### config.mk
export PLATFORM = sky130hd
export DESIGN_NAME = somador_multiciclo_ctrl
export DESIGN_NICKNAME = d
export VERILOG_FILES = /design/src/rtl/somador_multiciclo_ctrl_pkg.sv /design/src/rtl/somador_fatia.sv /design/src/rtl/somador_multiciclo_ctrl.sv
export SDC_FILE = /design/constraint.sdc
export NUM_CORES = 1
export LEC_CHECK = 0
export BUFFER_PORTS_ARGS = -buffer_cell sky130_fd_sc_hd__buf_4
export CELL_PAD_IN_SITES_DETAIL_PLACEMENT = 1
export CELL_PAD_IN_SITES_GLOBAL_PLACEMENT = 1
export CORE_MARGIN = 3
export CORE_UTILIZATION = 30
export CTS_CLUSTER_DIAMETER = 100
export CTS_CLUSTER_SIZE = 25
export DETAILED_ROUTE_END_ITERATION = 12
export PLACE_DENSITY = 0.68
export SYNTH_ARGS = -nofsm -noshare
export SYNTH_HDL_FRONTEND = slang
export SYNTH_HIERARCHICAL = 1
export SYNTH_SLANG_ARGS = --single-unit
### constraint.sdc
create_clock -name clk -period 14.27 [get_ports clk]
set_input_delay 0.7135 -clock clk [delete_from_list [all_inputs] [get_ports clk]]
set_output_delay 0.7135 -clock clk [all_outputs]
set_load 0.05 [all_outputs]
### src/rtl/somador_multiciclo_ctrl_pkg.sv
// Shared definitions for the multi-cycle adder: FSM state encoding, the
// full-adder cell and a counter-width helper.
package somador_multiciclo_ctrl_pkg;

    // Encoding 2'd3 is never entered; the FSM recovers from it to IDLE.
    typedef enum logic [1:0] {
        IDLE = 2'd0,
        SOMA = 2'd1,
        FIM  = 2'd2
    } state_t;

    // Full-adder cell: returns {carry_out, sum}.
    function automatic logic [1:0] full_add(input logic a, input logic b, input logic c);
        return {(a & b) | (c & (a ^ b)), a ^ b ^ c};
    endfunction

    // Slice counter width; a single-slice adder still needs one counter bit.
    function automatic int cnt_width(input int n);
        return (n > 1) ? $clog2(n) : 1;
    endfunction

endpackage

### src/rtl/somador_fatia.sv
// SLICE-bit combinational ripple adder chained from full-adder cells; also
// exposes the carry into its MSB for signed-overflow detection.
module somador_fatia
    import somador_multiciclo_ctrl_pkg::*;
#(
    parameter int SLICE = 8
) (
    input  logic [SLICE-1:0] a,
    input  logic [SLICE-1:0] b,
    input  logic             ci,
    output logic [SLICE-1:0] s,
    output logic             co,
    output logic             c_msb
);

    always_comb begin : ripple
        logic       c;
        logic [1:0] fa;
        // NOTE: every output gets a default before the loop so no path leaves one unassigned, which would infer a latch.
        s     = '0;
        c_msb = 1'b0;
        // NOTE: blocking assignments are correct here; c must carry each stage's result into the next iteration.
        c     = ci;
        for (int i = 0; i < SLICE; i++) begin
            if (i == SLICE - 1) c_msb = c;
            fa   = full_add(a[i], b[i], c);
            s[i] = fa[0];
            c    = fa[1];
        end
        co = c;
    end

endmodule

### src/rtl/somador_multiciclo_ctrl.sv
// Multi-cycle add/subtract sequencer: one SLICE-bit adder is reused over
// WIDTH/SLICE cycles with a registered carry, behind a start/done handshake.
module somador_multiciclo_ctrl
    import somador_multiciclo_ctrl_pkg::*;
#(
    parameter int WIDTH = 32,
    parameter int SLICE = 8
) (
    input  logic             clk,
    input  logic             reset,
    input  logic             start,
    input  logic             sub,
    input  logic             Cin,
    input  logic [WIDTH-1:0] A,
    input  logic [WIDTH-1:0] B,
    output logic             ready,
    output logic             busy,
    output logic             done,
    output logic [WIDTH-1:0] Soma,
    output logic             Cout,
    output logic             Overflow
);

    localparam int N  = WIDTH / SLICE;
    localparam int CW = cnt_width(N);
    localparam logic [CW-1:0] LAST = CW'(N - 1);

    generate
        if (SLICE < 1 || (WIDTH % SLICE) != 0) begin : g_bad_params
            $error("somador_multiciclo_ctrl: WIDTH must be a non-zero multiple of SLICE");
        end
    endgenerate

    state_t           state, state_nx;
    logic [WIDTH-1:0] a_reg, b_reg;
    logic             carry;
    logic [CW-1:0]    cnt;
    logic [31:0]      shamt;
    logic [SLICE-1:0] f_a, f_b, f_s;
    logic             f_co, f_cmsb;
    logic             accept, last;

    assign accept = (state == IDLE) && start;
    assign last   = (cnt == LAST);
    assign ready  = (state == IDLE);
    assign busy   = (state == SOMA);
    assign done   = (state == FIM);

    always_ff @(posedge clk or posedge reset) begin
        if (reset) state <= IDLE;
        else       state <= state_nx;
    end

    always_comb begin
        state_nx = state;
        case (state)
            IDLE:    if (start) state_nx = SOMA;
            SOMA:    if (last)  state_nx = FIM;
            FIM:     state_nx = IDLE;
            default: state_nx = IDLE;
        endcase
    end

    // Select slice k of the latched operands by bit offset k*SLICE.
    assign shamt = 32'(cnt) * SLICE;
    assign f_a   = SLICE'(a_reg >> shamt);
    assign f_b   = SLICE'(b_reg >> shamt);

    somador_fatia #(.SLICE(SLICE)) u_fatia (
        .a     (f_a),
        .b     (f_b),
        .ci    (carry),
        .s     (f_s),
        .co    (f_co),
        .c_msb (f_cmsb)
    );

    // Soma is cleared on accept, so OR-ing each slice into place builds the result.
    always_ff @(posedge clk or posedge reset) begin
        if (reset) begin
            a_reg    <= '0;
            b_reg    <= '0;
            carry    <= 1'b0;
            cnt      <= '0;
            Soma     <= '0;
            Cout     <= 1'b0;
            Overflow <= 1'b0;
        end else if (accept) begin
            a_reg    <= A;
            b_reg    <= B ^ {WIDTH{sub}};
            carry    <= sub ? 1'b1 : Cin;
            cnt      <= '0;
            Soma     <= '0;
            Cout     <= 1'b0;
            Overflow <= 1'b0;
        end else if (state == SOMA) begin
            Soma  <= Soma | (WIDTH'(f_s) << shamt);
            carry <= f_co;
            cnt   <= cnt + 1'b1;
            if (last) begin
                Cout     <= f_co;
                Overflow <= f_cmsb ^ f_co;
            end
        end
    end

endmodule
==> key figures <==
Setup path
  • Crit path cell chain: buf_4 -> mux4_2 -> inv_1 -> fa_1 -> inv_1 -> fa_1 -> fa_1 -> fa_1 -> fa_1 -> fa_1 -> inv_1 -> fa_1 -> inv_1 -> fa_1 -> xor2_1 -> a22o_1
  • Worst path slowest cell: mux4_2
  • WP data required: 14,510 ps
  • Reg2Reg Capture Point: Overflow
  • Setup Crit Path Kind: register to register
  • Critical path fanouts, max: 19
  • R2R Setup Slk: 9410 ps
  • Most frequent CP cell: fa_1
  • CP max stage delay: 540 ps
  • CP endpoint kind: register
  • Data arrival, critical path: 5100 ps
  • Crit path launch type: register
  • R2R depth: 16
  • Reg-to-Reg Start: cnt[0]

Placed design
  • Gpl congestion: 0.8238
  • I/O Buffers: 105
  • DP Wirelength: 9647 µm

STA
  • Worst Hold Slack: 471.3 ps
  • Max transition margin: 21.47%
  • Tcrit/Tclk final: 34.06%
  • Period minus WS final: 4861 ps
  • Slew Viols, Final: 0
  • Final hold viol count: 0
  • RSZ-0062 raised after global routing: no
  • Setup Skew: 5.894 ps
  • Least-Margin Pin Slew: 1177 ps
  • Setup_tns: 0 ps
  • Fmax: 205.7 MHz
  • Final setup vio count: 0

Clocking
  • Clock sink count: 103
  • TritonCTS clock tree: built
  • Hold Buf Count CTS: 0
  • Clk slew on worst S/H paths: 70 ps
  • CTS buffer count: 9
  • Clk buf depth: 2
  • H-tree lvl count: 3
  • Clock Latency Late Sink: 340 ps
  • Clock Root Buffer: clkbuf_16
  • Number of gates resized after cts: 0
  • Post-CTS Repair Setup Buffers: 0

Drt
  • Vias/cell: 4.580
  • DRC: 0
  • DR iter-0 viols: 265
  • WL/cell: 17.19 µm
  • Drt pass-1 iters: 4
  • WL final: 12,960 µm
  • Antenna viol nets, final: 0
  • Via count: 3,453

Final layout
  • Antenna cells: 0
  • Commonest non-fill, non-tap cell in the layout: nand2_1
  • Area Overhead vs Synth: 23.57%
  • Filler Cells Inserted: 1,773
  • Most frequent cells in the layout: 131 x nand2_1, 110 x buf_4, 103 x dfrtp_1, 33 x a21oi_1, 33 x nor2_1
  • Layout cells sized above 1: 32.60%
  • NumNets Final: 619

Global routing
  • Largest net degree at the start of global routing: 101
  • Gr usage total: 15.04%
  • Grt ovf: 0
  • Vias in the first global route: 3,845
  • Initial antenna violation count: 0
  • First-pass GRT wire length: 20,890 µm

Floorplan
  • Die Width: 133.5 µm
  • FP Rows: 45
  • CORE AREA: 15,540 µm²
  • Die height: 133.5 µm
  • I/O pins: 106
  • Initial Util: 31.36%
  • Die area: 17,810 µm²

Flow run
  • Max Cap Viol: 0

Synth
  • Mapped Nets: 528
  • Main combinational cell family by area after synthesis: simple AND/OR/NAND/NOR gates
  • Synth Area in Adders: 3.543%
  • XOR/XNOR Fraction of Synth Area: 5.931%
  • Synth Register Bits: 103
  • Seq/Total Area, Yosys: 52.89%
  • Post-synthesis mux area share: 7.394%
  • Post-synthesis cell area: 4873 µm²
  • Synthesized instance count: 450
  • Synth cell types: 29
  • Syn. warnings: 6
  • Simple-Gate Fraction of Synth Area: 15.15%
  • Mean Syn Cell Area: 10.83 µm²
  • Synth Area in Compound Gates: 9.653%

Run status
  • Outcome: complete, no violations

Power
  • LEAKAGE: 2.905 nW
  • Peak VDD IR: 119.9 µV
  • Power Dens Cells: 269.5 nW/µm²

Hold path
  • Worst Hold Launch: b_reg[11]
  • HP Class: register to register
  • Hold path depth: 2
  • Hold endpoint: b_reg[11]
how the worst max path moves through the flow:
stage / startpoint / end / slack, ps / cells after the start
finish: cnt[0] / Overflow / 9410 / 16
floorplan: cnt[0] / Overflow / 9710 / 17
CTS: cnt[0] / Overflow / 9390 / 16
global route: cnt[0] / Overflow / 9140 / 16
global placement: cnt[0] / Overflow / 9530 / 16
detailed placement: cnt[0] / Overflow / 9430 / 16
cell usage after synthesis:
cell type  instances  area, µm²
nand3_1            3      15.01
xnor2_1           32      280.3
or3b_1             1      8.760
nand3_2            1      10.01
o21ai_0            2      10.01
xor2_1             1      8.760
mux4_2            16      360.4
nor2b_1            1      6.260
fa_1               8      160.2
inv_1             11      41.29
or2b_2             1      8.760
nor4bb_1           2      20.02
ha_1               1      12.51
and4b_1            1      10.01
nor2_1            33      123.9
clkbuf_1           1      3.750
o21ai_1            3      15.01
dfrtp_1          103       2577
nor3b_2            1      12.51
clkinv_2           1      5.000
buf_2             16      80.08
nor4b_4            1      23.77
o21ai_2           30      262.8
nand2_1          131      491.7
a22o_1             2      17.52
buf_4              3      22.52
and2_2             1      7.510
buf_6             10      112.6
a21oi_1           33      165.2
where the power goes:
part           total, mW  switching, mW  internal [mW]
registers          0.518         0.0919          0.426
clock network      0.222          0.101          0.120
logic              0.884          0.557          0.327
metrics by stage:
stage,setup WS (ps),utilization (%),instance area (µm²),power [mW],cells
floorplan,9714,-,4873,1.138,450
global placement,9533,37.12,5768,1.371,741
detailed placement,9428,37.12,5768,1.414,741
CTS,9392,38.75,6022,1.641,754
global route,9142,38.75,6022,1.748,754
finish,9409,38.75,6022,1.623,754
layout make-up:
class / count / area [µm²] / area share (%)
Clock inverter: 1 / 7.507 / 0.1247
Multi-Input combinational cell: 305 / 2052 / 34.07
Sequential cell: 103 / 2577 / 42.80
Inverter: 12 / 48.80 / 0.8103
Timing Repair Buffer: 110 / 825.8 / 13.71
Clock buffer: 12 / 246.5 / 4.093
Tap cell: 211 / 264.0 / 4.384
logic make-up (layout without fill, tap and decap cells):
| logic type | Yosys count | count (layout) |
|---|---|---|
| AO/OA/AOI/OAI | 70 | 70 |
| multiplexers | 16 | 16 |
| AND/OR/NAND/NOR | 177 | 177 |
| XOR/XNOR | 33 | 33 |
| buffers and inverters | 42 | 135 |
| flip-flops | 103 | 103 |
| adder cells (fa/ha/maj) | 9 | 9 |
critical path, delay by kind of cell (launching register included):
family / cells / cell delay, ps
flops: 1 / 490
xor+xnor: 1 / 190
compound gates: 1 / 170
buf+inv: 5 / 660
mux: 1 / 540
fa+ha+maj: 8 / 2700
layer usage:
| layer | wire, µm | vias up | track usage [%] |
|---|---|---|---|
| li1 | - | 1653 | - |
| met4 | 208 | 0 | 5.314 |
| met1 | 5929 | 1702 | 20.15 |
| met2 | 6277 | 86 | 24.41 |
| met3 | 543 | 12 | 3.021 |
| met5 | 0 | - | 0 |
Note: power is estimated with default switching activity, not from simulation.
